[src/rtl/javk_bus_arb_pkg.sv]
// Shared definitions for the JAVK memory bus arbiter: bus widths,
// arbiter state encoding and a small index-width helper.
package javk_bus_arb_pkg;

  localparam int ADDR_W = 16;
  localparam int DATA_W = 8;

  // Read data returned to a requester whose access timed out
  localparam logic [DATA_W-1:0] RDATA_TIMEOUT = 8'hFF;

  typedef enum logic {
    ARB_IDLE   = 1'b0,
    ARB_ACCESS = 1'b1
  } arb_state_t;

  // Width needed to index n requester ports (at least one bit)
  function automatic int idx_width(input int n);
    return (n > 1) ? $clog2(n) : 1;
  endfunction

endpackage

[src/rtl/javk_bus_arb_rr_pick.sv]
// Combinational round-robin picker: returns the first asserted request
// found when searching last+1, last+2, ... (mod NREQ).
module javk_rr_pick
  import javk_bus_arb_pkg::*;
#(
  parameter int NREQ = 3,
  localparam int IDX_W = idx_width(NREQ)
) (
  input  logic [NREQ-1:0]  req,
  input  logic [IDX_W-1:0] last,
  output logic [IDX_W-1:0] winner,
  output logic             valid
);

  logic [IDX_W-1:0] cand;

  // Walk from the farthest candidate back to last+1 so the nearest set request is the one kept
  always_comb begin
    valid  = 1'b0;
    winner = '0;
    cand   = '0;
    for (int k = NREQ; k >= 1; k--) begin
      cand = IDX_W'((int'(last) + k) % NREQ);
      if (req[cand]) begin
        valid  = 1'b1;
        winner = cand;
      end
    end
  end

endmodule

[src/rtl/javk_bus_arb.sv]
// Round-robin arbiter and sequencer for the shared JAVK memory bus.
// One request is captured at a time; the bus strobe stays high until the
// memory signals ready or the wait-state budget runs out. A locked
// requester that keeps req high is reloaded on the ready edge so the bus
// stays busy without an idle cycle.
module javk_bus_arb
  import javk_bus_arb_pkg::*;
#(
  parameter int NREQ     = 3,
  parameter int WAIT_MAX = 8
) (
  input  logic                     clk,
  input  logic                     rst,
  input  logic [NREQ-1:0]          req,
  input  logic [NREQ-1:0]          lock,
  input  logic [NREQ-1:0]          we,
  input  logic [NREQ*ADDR_W-1:0]   addr,
  input  logic [NREQ*DATA_W-1:0]   wdata,
  output logic [NREQ-1:0]          gnt,
  output logic [NREQ-1:0]          done,
  output logic [NREQ-1:0]          err,
  output logic [DATA_W-1:0]        rdata,
  output logic                     mem_en,
  output logic                     mem_we,
  output logic [ADDR_W-1:0]        mem_addr,
  output logic [DATA_W-1:0]        mem_wdata,
  input  logic [DATA_W-1:0]        mem_rdata,
  input  logic                     mem_ready
);

  localparam int IDX_W = idx_width(NREQ);
  localparam int CNT_W = $clog2(WAIT_MAX + 1);
  localparam logic [CNT_W-1:0] CNT_LAST = CNT_W'(WAIT_MAX - 1);
  localparam logic [IDX_W-1:0] LAST_RST = IDX_W'(NREQ - 1);

  arb_state_t        state, state_d;
  logic [IDX_W-1:0]  last, last_d;
  logic [IDX_W-1:0]  cur, cur_d;
  logic [CNT_W-1:0]  cnt, cnt_d;

  logic [NREQ-1:0]   gnt_d, done_d, err_d;
  logic [DATA_W-1:0] rdata_d;
  logic              mem_en_d, mem_we_d;
  logic [ADDR_W-1:0] mem_addr_d;
  logic [DATA_W-1:0] mem_wdata_d;

  logic              load;
  logic [IDX_W-1:0]  load_idx;
  logic [IDX_W-1:0]  pick_idx;
  logic              pick_valid;

  logic [ADDR_W-1:0] addr_arr  [NREQ];
  logic [DATA_W-1:0] wdata_arr [NREQ];

  for (genvar i = 0; i < NREQ; i++) begin : g_unpack
    assign addr_arr[i]  = addr[ADDR_W*i +: ADDR_W];
    assign wdata_arr[i] = wdata[DATA_W*i +: DATA_W];
  end

  javk_rr_pick #(
    .NREQ (NREQ)
  ) u_pick (
    .req    (req),
    .last   (last),
    .winner (pick_idx),
    .valid  (pick_valid)
  );

  // Next-state and next-output decode; a requester's fields are loaded through one shared path
  always_comb begin
    state_d     = state;
    last_d      = last;
    cur_d       = cur;
    cnt_d       = cnt;
    gnt_d       = '0;
    done_d      = '0;
    err_d       = '0;
    rdata_d     = rdata;
    mem_en_d    = mem_en;
    mem_we_d    = mem_we;
    mem_addr_d  = mem_addr;
    mem_wdata_d = mem_wdata;
    load        = 1'b0;
    load_idx    = cur;

    case (state)
      ARB_IDLE: begin
        if (pick_valid) begin
          load     = 1'b1;
          load_idx = pick_idx;
          state_d  = ARB_ACCESS;
        end
      end
      ARB_ACCESS: begin
        if (mem_ready) begin
          done_d[cur] = 1'b1;
          last_d      = cur;
          if (!mem_we) begin
            rdata_d = mem_rdata;
          end
          if (lock[cur] && req[cur]) begin
            load     = 1'b1;
            load_idx = cur;
          end else begin
            mem_en_d = 1'b0;
            state_d  = ARB_IDLE;
          end
        end else if (cnt == CNT_LAST) begin
          done_d[cur] = 1'b1;
          err_d[cur]  = 1'b1;
          rdata_d     = RDATA_TIMEOUT;
          mem_en_d    = 1'b0;
          last_d      = cur;
          state_d     = ARB_IDLE;
        end else begin
          cnt_d = cnt + CNT_W'(1);
        end
      end
      default: state_d = ARB_IDLE;
    endcase

    if (load) begin
      cur_d              = load_idx;
      cnt_d              = '0;
      mem_en_d           = 1'b1;
      mem_we_d           = we[load_idx];
      mem_addr_d         = addr_arr[load_idx];
      mem_wdata_d        = wdata_arr[load_idx];
      gnt_d[load_idx]    = 1'b1;
    end
  end

  // State and registered outputs; reset abandons any access in flight without a done
  always_ff @(posedge clk) begin
    if (rst) begin
      state     <= ARB_IDLE;
      last      <= LAST_RST;
      cur       <= '0;
      cnt       <= '0;
      gnt       <= '0;
      done      <= '0;
      err       <= '0;
      rdata     <= '0;
      mem_en    <= 1'b0;
      mem_we    <= 1'b0;
      mem_addr  <= '0;
      mem_wdata <= '0;
    end else begin
      state     <= state_d;
      last      <= last_d;
      cur       <= cur_d;
      cnt       <= cnt_d;
      gnt       <= gnt_d;
      done      <= done_d;
      err       <= err_d;
      rdata     <= rdata_d;
      mem_en    <= mem_en_d;
      mem_we    <= mem_we_d;
      mem_addr  <= mem_addr_d;
      mem_wdata <= mem_wdata_d;
    end
  end

endmodule

[config.mk]
export PLATFORM = sky130hd
export DESIGN_NAME = javk_bus_arb
export DESIGN_NICKNAME = d
export VERILOG_FILES = /design/src/rtl/javk_bus_arb_pkg.sv /design/src/rtl/javk_bus_arb_rr_pick.sv /design/src/rtl/javk_bus_arb.sv
export SDC_FILE = /design/constraint.sdc
export NUM_CORES = 1
export LEC_CHECK = 0
export ABC_AREA = 1
export CAP_MARGIN = 20
export CORE_MARGIN = 10
export CORE_UTILIZATION = 40
export DETAILED_ROUTE_END_ITERATION = 7
export PLACE_DENSITY = 0.8
export SYNTH_ARGS = -nofsm -noshare
export SYNTH_HDL_FRONTEND = slang
export SYNTH_SLANG_ARGS = --single-unit
[constraint.sdc]
create_clock -name clk -period 4.6 [get_ports clk]
set_input_delay 0.92 -clock clk [delete_from_list [all_inputs] [get_ports clk]]
set_output_delay 0.92 -clock clk [all_outputs]
set_load 0.05 [all_outputs]
* After elaboration in Yosys (flattened, before gate mapping)
Cells that the tools add are included.
** Storage, ports and cells
- Bits in registers :: 52
- Output and inout bits :: 43
- Logic and storage cells :: 98
** Cells by class
- Add/subtract/negate cells :: 4
- Div/mod/pow operators :: 3
- Magnitude comparators :: 8
- Equality and inequality tests :: 3
- Mux-type cells :: 49
- Bitwise gates (word level) :: 5
- Reduce and logical (&&, ||, !) cells :: 14
** Operators with widths (number)
- 32-bit by 3-bit modulo with 32-bit output, second input constant :: 3
- 8-bit 2-to-1 mux :: 5
- 16-bit binary-select mux with 2-bit select :: 1
- 16-bit 2-to-1 mux :: 2
- 1-bit 2-to-1 mux :: 21
- 8-bit binary-select mux with 2-bit select :: 1
- 2-bit by 3-bit less-than comparator with 1-bit output, second input constant :: 5
- 1-bit binary-select mux with 2-bit select :: 6
- 2-bit 2-to-1 mux :: 6
- 3-bit AND reduction :: 3
- 2-bit by 2-bit adder with 3-bit output, second input constant :: 2
- 3-bit 2-to-1 mux :: 2
- 2-bit OR reduction :: 3
- 4-bit by 1-bit adder with 4-bit output, second input constant :: 1
- 1-bit demux with 2-bit select :: 2
- 4-bit by 3-bit equality test with 1-bit output, second input constant :: 1
- 2-bit by 1-bit >= comparator with 1-bit output, second input constant :: 2
- 1-bit inverter :: 4
- 1-bit one-hot mux with 2 select lines :: 2
- 2-bit one-hot mux with 2 select lines :: 1
- 2-bit nonzero test :: 2
- 2-bit by 1-bit adder with 3-bit output, second input constant :: 1
- 3-bit >= comparator, second input constant :: 1
- 1-bit logical AND :: 3
- 6 further kinds :: 6

* Longest topological paths before layout
Gate-level depths: netlist of run 1.
- Depth after elaboration :: 13
- Depth in mapped cells :: 17
- Mapped depth without buffers :: 17

* Hierarchy
From an unflattened synthesis of run 1, not the netlist that was laid out.
** Unflattened totals
- Cell total of the unflattened synthesis :: 468
- Area, all modules :: 3071.7 um^2
** Modules (own cells, without submodules)
- javk_bus_arb :: times used 1, cells an instance 427, area an instance 2854.0 um^2, sequential area each 1041.0 um^2
- javk_rr_pick :: times used 1, cells an instance 41, area an instance 217.7 um^2, sequential area each 0.0 um^2

* Worst setup path after synthesis of run 1
No wires, ideal clock.
- Kind :: input port to flip-flop
- Start point :: input port req[2]
- End point :: register mem_addr[0]
- Setup time :: 119 ps
- Arrival :: 2084 ps
- Required time :: 4481 ps
- Setup slack :: 2396 ps
- Stages on the path :: 12
- Cell sequence :: nand3_1 inv_1 a21oi_1 nand3_2 nand2_4 nand2_4 nand2_8 nor2_8 buf_6 nand2_1 nand2_1 o21bai_1
** On the way
- Longest elaborated chain between the ends :: 11
- Elaborated cells between the ends (all ways) :: 25
- Classes of those cells :: mux (23); bitwise (1); reduce/logical (1)
** RTL lines
- start, declared :: line javk_bus_arb.sv:14 : input logic [NREQ-1:0] req,
- 1-bit binary-select mux with 2-bit select :: line javk_bus_arb_rr_pick.sv:24 : if (req[cand]) begin
- 1-bit 2-to-1 mux (implied by the code) :: line javk_bus_arb_rr_pick.sv:24
- 2-bit 2-to-1 mux / 1-bit 2-to-1 mux (equally long branches) (3 in a row) :: line javk_bus_arb_rr_pick.sv:24
- 2-bit 2-to-1 mux :: line javk_bus_arb.sv:88 : if (pick_valid) begin
- 2-bit one-hot mux with 2 select lines :: line javk_bus_arb.sv:86 : case (state)
- 2-bit inverter with 3-bit output (implied by the code) :: line javk_bus_arb.sv:127 : mem_addr_d = addr_arr[load_idx];
- 16-bit binary-select mux with 2-bit select :: line javk_bus_arb.sv:127
- 16-bit 2-to-1 mux (implied by the code) (2 in a row) :: line javk_bus_arb.sv:127
- end signal, assigned :: line javk_bus_arb.sv:159 : mem_addr <= mem_addr_d;
- end, declared :: line javk_bus_arb.sv:25 : output logic [ADDR_W-1:0] mem_addr,
Several ways; a longest one is shown, not always the timed one. The select of a mux whose other input is x is not followed.
A chain may end at the register's enable or synchronous reset.

* Final worst setup path of run 1
- Start point :: input port req[2]
- End point :: register mem_we
** On the way
- Longest elaborated chain between the ends :: 9
- Elaborated cells between the ends (all ways) :: 23
- Classes of those cells :: mux (22); reduce/logical (1)
** RTL lines
- 1-bit binary-select mux with 2-bit select :: line javk_bus_arb_rr_pick.sv:24
- 1-bit 2-to-1 mux (implied by the code) :: line javk_bus_arb_rr_pick.sv:24
- 2-bit 2-to-1 mux / 1-bit 2-to-1 mux (equally long branches) (3 in a row) :: line javk_bus_arb_rr_pick.sv:24
- 2-bit 2-to-1 mux :: line javk_bus_arb.sv:88
- 2-bit one-hot mux with 2 select lines :: line javk_bus_arb.sv:86
- 1-bit binary-select mux with 2-bit select :: line javk_bus_arb.sv:126 : mem_we_d = we[load_idx];
- 1-bit 2-to-1 mux (implied by the code) :: line javk_bus_arb.sv:126
- end signal, assigned :: line javk_bus_arb.sv:158 : mem_we <= mem_we_d;
- end, declared :: line javk_bus_arb.sv:24 : output logic mem_we,
Several ways; a longest one is shown, not always the timed one. The select of a mux whose other input is x is not followed.

==> metrics.txt, run 1 <==
crit-path max FO=27; layout cell share with drive strength beyond 1=0.0789; I/O pins=135; H-tree Lvls=2; post-route cell area=4160 um^2; post-CTS setup buffer count=0; clock buffer depth=2; # DRC=0; worst hold endpoint=rdata[0]; clk sinks=52; Max Cap Viol=0; Filler cells=613; GRT overflow=0; cells after synthesis=377; Max IR drop VDD=0.320 mV; clk_skew=8.80 ps; RR Endpoint=mem_we; hold_buf cts=0; worst slack at placement=1570 ps; Worst Setup Slack, final=1880 ps; R2R cell count=13; chip height=103 um; Synth Area per Inst=7.23 um^2; vias in the first global route=2,893; unrepaired setup endpoints after global routing=no; Global Route Usage Sum=0.164; die footprint=10,500 um^2; final cell count without fillers=587; Period minus WS final=2720 ps; async set-reset flop share out of synthesis=0; Synth cell types=33; R2R Setup Slk=2220 ps; Design Power=2.40 mW; Core Rows=30; starting density of the core=0.405; sequential cell area=1040 um^2; cell area after synthesis=2720 um^2; Placed Cells=579; hold path start=rdata[0]; Tcrit/Tclk final=0.592; Setup TNS=0 ps; Via-to-Cell Ratio=4.87; initial antenna violation count=0; fmax=367 MHz; Port Buf Inserts=134; HP Class=reg -> reg; post-cts sizing count=0; antenna viol nets, final=0; Synth Flop Type=dfxtp_1; Total Wirelength=8.92 mm; most common cell after layout, fill and taps aside=clkdlybuf4s50_1; CTS tree=yes; relative slew slack=0.530; core area=6720 um^2; Multi-input gate area=1460 um^2; post-layout util=0.619; Yosys reg bits=52; first-pass GRT wire length=13.7 mm; Arr. time, crit path=2930 ps; final RePlAce weighted congestion=0.875; diode count=0; Seq/Total Area, Yosys=0.382; DR iter-0 viols=110; P&R area growth vs syn=52.8%; routed via count=2,860; largest net degree at the start of global routing=28; Synth Net Count=473; LEAKAGE=1.79 nW; status=completed; # nets final=602; power density cells=577 nW/um^2; TritonCTS buffer count=5; EDFF count, synth=0; CP Capture Type=flop; WL/cell=15.2 um; most frequent cells in the layout=clkdlybuf4s50_1 (134), nand2_1 (122), dfxtp_1 (52); Synth warnings=0; final setup fails=0; TritonRoute pass-1 iters=4; Clk Latency, worst-skew pair=310 ps; Die X=103 um; WHS Path Cells=2; hpwl dp=7.03 mm; DP Area=4070 um^2; root buf cell=clkbuf_8; Worst Tran Pin Value=702 ps; Slew Viols, Final=0; hold_ws=472 ps; CP Launch Type=input port; Critical R2R Launch=last[0]; final hold viol count=0; WP data required=4800 ps; Clock transition at path regs=100 ps; worst setup path class=in -> reg
synthesized netlist by cell type, types with 2 or more instances:
cell type  instances  area share
nand2_8            2       0.015
o21bai_1          23       0.063
buf_8              2       0.011
nand3_1           14       0.026
buf_4              3      0.0083
nand2_2            3      0.0069
a21oi_1           15       0.028
nand4_1            3      0.0069
buf_6              2      0.0083
buf_2              4      0.0073
nor4_1             2      0.0046
nor2_2             2      0.0046
o21ai_1           18       0.033
or2_2              2      0.0046
o21ai_0           17       0.031
nor2_1            35       0.048
inv_1             22       0.030
nand3_2            3       0.011
dfxtp_1           52        0.38
nand2_4            4       0.017
ha_1               4       0.018
nor2_8             3       0.022
inv_2              8       0.011
nor3_1             4      0.0073
nand2_1          122        0.17
sequential cells by signal, indices dropped and copies added, names as in the netlist:
register,flops
cnt,4
cur,2
done,3
err,3
gnt,3
last,2
mem_addr,16
mem_en,1
mem_wdata,8
mem_we,1
rdata,8
state,1
how the worst max path moves through the flow:
stage                       from      endpoint  slack [ps]
final                     req[2]        mem_we        1880
after global routing      req[2]  mem_wdata[1]        1630
after CTS                 req[2]        mem_we        1900
after detailed placement  req[2]   mem_addr[4]        1570
after global placement    req[2]  mem_wdata[1]        1620
after floorplan           req[2]   mem_addr[0]        2400
layout make-up:
| type | instances | share of cell area |
|---|---|---|
| inverters | 32 | 0.0307 |
| flip-flops and latches | 52 | 0.250 |
| repair buffers | 134 | 0.322 |
| multi-input cells | 281 | 0.350 |
| clock buffers | 5 | 0.0165 |
| clock inverters | 3 | 0.00631 |
| well taps | 80 | 0.0241 |
metal layers:
layer | routed length (um) | global-route usage | vias up
li1 | - | - | 1472
met1 | 3420 | 0.170 | 1270
met2 | 4450 | 0.284 | 106
met3 | 860 | 0.0724 | 12
met4 | 193 | 0.0629 | 0
met5 | 0 | 0 | -
report_power, final:
group          total (mW)  switching [mW]  internal, mW
clock network       0.276           0.165         0.111
logic                1.44           0.969         0.474
registers           0.683          0.0880         0.595
worst max-delay path, cell delays in order:
cell	delay, ps
clkdlybuf4s50_1	490
nand3_1	210
inv_1	60
a21oi_1	140
nand3_2	160
nand2_4	130
nand2_2	90
nand2_4	290
inv_4	190
nor2_1	150
o21bai_1	80
logic make-up after synthesis:
logic type	Yosys count	share of synthesized area
fa+ha+maj	4	0.0184
xor+xnor	1	0.00322
compound gates	76	0.167
buf+inv	44	0.0831
simple gates	200	0.346
flops	52	0.382
Power figures use the tool's default switching activity.
==> run 2, diff against run 1 <==
- clock period: 4.6 -> 2.9 ns (I/O delays scaled with it)
==> run 2 against run 1 <==
Worst setup slack got worse by 1400 ps. Hold slack got worse by 6.3 ps. Combinational power increased by 60%. Global-route usage about the same. Non-clock buffer count increased by 2. Sequential share of layout area decreased by 0.34 points. Clock-buffer cell count unchanged.
==> metrics.txt, run 2 (synthesis results as in run 1) <==
status=completed (unchanged); clk_skew=13.9 ps (was 8.80 ps); Via-to-Cell Ratio=4.87 (about the same); GRT overflow=0 (unchanged); LEAKAGE=1.82 nW (was 1.79 nW); root buf cell=clkbuf_8 (unchanged); max incr delay on CP=400 ps (was 490 ps); initial antenna violation count=0 (unchanged); antenna viol nets, final=0 (unchanged); H-tree Lvls=2 (unchanged); WL/cell=15.1 um (was 15.2 um); worst slack at placement=262 ps (was 1570 ps); power density cells=949 nW/um^2 (was 577 nW/um^2); final hold viol count=0 (unchanged); I/O pins=135 (unchanged); unrepaired setup endpoints after global routing=no (unchanged); CP Launch Type=flop (was input port); clk sinks=52 (unchanged); post-CTS setup buffer count=0 (unchanged); WP data required=3140 ps (was 4800 ps); most common cell after layout, fill and taps aside=clkdlybuf4s50_1 (unchanged); Period minus WS final=2380 ps; die footprint=10,500 um^2 (unchanged); Sw Pwr=1.95 mW (was 1.22 mW); Global Route Usage Sum=0.163 (was 0.164); chip height=103 um (unchanged); TritonRoute pass-1 iters=5 (was 4); layout cell share with drive strength beyond 1=0.0825 (was 0.0789); starting density of the core=0.405 (unchanged); core area=6720 um^2 (unchanged); clock power share=0.151 (was 0.115); Core Rows=30 (unchanged); Max Cap Viol=0 (unchanged); final cell count without fillers=589 (was 587); final setup fails=0 (unchanged); Total Wirelength=8.89 mm (was 8.92 mm); Port Buf Inserts=134 (unchanged); combinational power share=0.577 (was 0.601); biggest regs=mem_addr: 16 flops, mem_wdata: 8 flops, rdata: 8 flops (unchanged); critical path's slowest cell=dfxtp_1 (was clkdlybuf4s50_1); Clock transition at path regs=100 ps (about the same); Clk Latency, worst-skew pair=310 ps (about the same); HP Class=reg -> reg (unchanged); first-pass GRT wire length=13.7 mm (about the same); critical path, cell by cell=inv_1, ha_1, inv_2, nand3_1, inv_2, a21oi_4, nand3_2, nand2_4, nand2_4, nand2_8, inv_6, nor2_8, o21ai_0, o21bai_1 (was clkdlybuf4s50_1, nand3_1, inv_1, a21oi_1, nand3_2, nand2_4, nand2_2, nand2_4, inv_4, nor2_1, o21bai_1); hpwl dp=6.94 mm (was 7.03 mm); CP Capture Type=flop (unchanged); Worst Setup Slack, final=524 ps (was 1880 ps); Worst Tran Pin Value=558 ps (was 702 ps); diode count=0 (unchanged); vias in the first global route=2,882 (was 2,893); clock buffer depth=2 (unchanged); Sw Ratio=0.487 (was 0.509); sequential group share of total power=0.272 (was 0.284); # nets final=604 (was 602); DR iter-0 viols=70 (was 110); R2R cell count=14 (was 13); Slew Viols, Final=0 (unchanged); Filler cells=614 (was 613); Arr. time, crit path=2610 ps (was 2930 ps); Setup TNS=0 ps (unchanged); Tcrit/Tclk final=0.819; crit-path max FO=25 (was 27); routed via count=2,867 (was 2,860); post-cts sizing count=0 (unchanged); Placed Cells=581 (was 579); final RePlAce weighted congestion=0.885 (was 0.875); Die X=103 um (unchanged); Max IR drop VDD=0.581 mV (was 0.320 mV); Int Pwr=2.05 mW (was 1.18 mW); register name with the most flops=mem_addr (unchanged); TritonCTS buffer count=5 (unchanged); CTS tree=yes (unchanged); hold_buf cts=0 (unchanged); max reg flops=16 (unchanged); P&R area growth vs syn=54.9% (was 52.8%); fmax=421 MHz; relative slew slack=0.627 (was 0.530); largest net degree at the start of global routing=26 (was 28); # DRC=0 (unchanged); most frequent cells in the layout=clkdlybuf4s50_1 (134), nand2_1 (122), dfxtp_1 (52) (unchanged); worst setup path class=reg -> reg (was in -> reg); WHS Path Cells=2 (unchanged)
run 2: layer usage:
metal	global-route usage	vias to the layer above	part of all wire	routed length, um
met5	0	-	0	0
met4	0.0401	0	0.012	107
met3	0.0684	8	0.088	786
met2	0.292	93	0.50	4420
met1	0.173	1299	0.40	3580
li1	-	1467	-	-
run 2: final timing paths:
kind	start	slack (ps)	end
worst min register to register	rdata[4]	470	rdata[4]
worst max-delay path	last[0]	520	mem_addr[15]
worst max register to register	last[0]	520	mem_addr[15]
worst min-delay path	rdata[4]	470	rdata[4]
run 2: area by class of cell:
type,instances,area (um^2),area share
Tap cell,80,100,0.0237
Sequential cell,52,1040,0.247
Multi-Input combinational cell,281,1460,0.345
Timing Repair Buffer,136,1360,0.321
Clock buffer,5,68.8,0.0163
Inverter,32,128,0.0302
Clock inverter,3,68.8,0.0163
run 2: metrics by stage:
| stage | util | total power [mW] | area, um^2 | hold WS [ps] |
|---|---|---|---|---|
| 2_1_floorplan | - | 2.70 | 2720 | 454 |
| 3_3_place_gp | 0.607 | 3.39 | 4080 | 447 |
| 3_5_place_dp | 0.607 | 3.42 | 4080 | 456 |
| 4_1_cts | 0.628 | 4.04 | 4220 | 471 |
| 5_1_grt | 0.628 | 4.23 | 4220 | 497 |
| 6_report | 0.628 | 4.00 | 4220 | 465 |
run 2: worst max-delay path, delay by kind of cell (launching register included):
| kind | cells | cell delay, ps |
|---|---|---|
| AO/OA/AOI/OAI | 3 | 450 |
| adder cells (fa/ha/maj) | 1 | 340 |
| buffers and inverters | 4 | 260 |
| flip-flops | 1 | 400 |
| AND/OR/NAND/NOR | 6 | 840 |
run 2: power groups by stage:
stage / logic (mW) / registers [mW] / clock network [mW]
global placement: 2.30 / 1.09 / 0
global route: 2.48 / 1.11 / 0.643
CTS: 2.34 / 1.09 / 0.614
finish: 2.31 / 1.09 / 0.605
detailed placement: 2.33 / 1.09 / 0
floorplan: 0.901 / 1.80 / 0
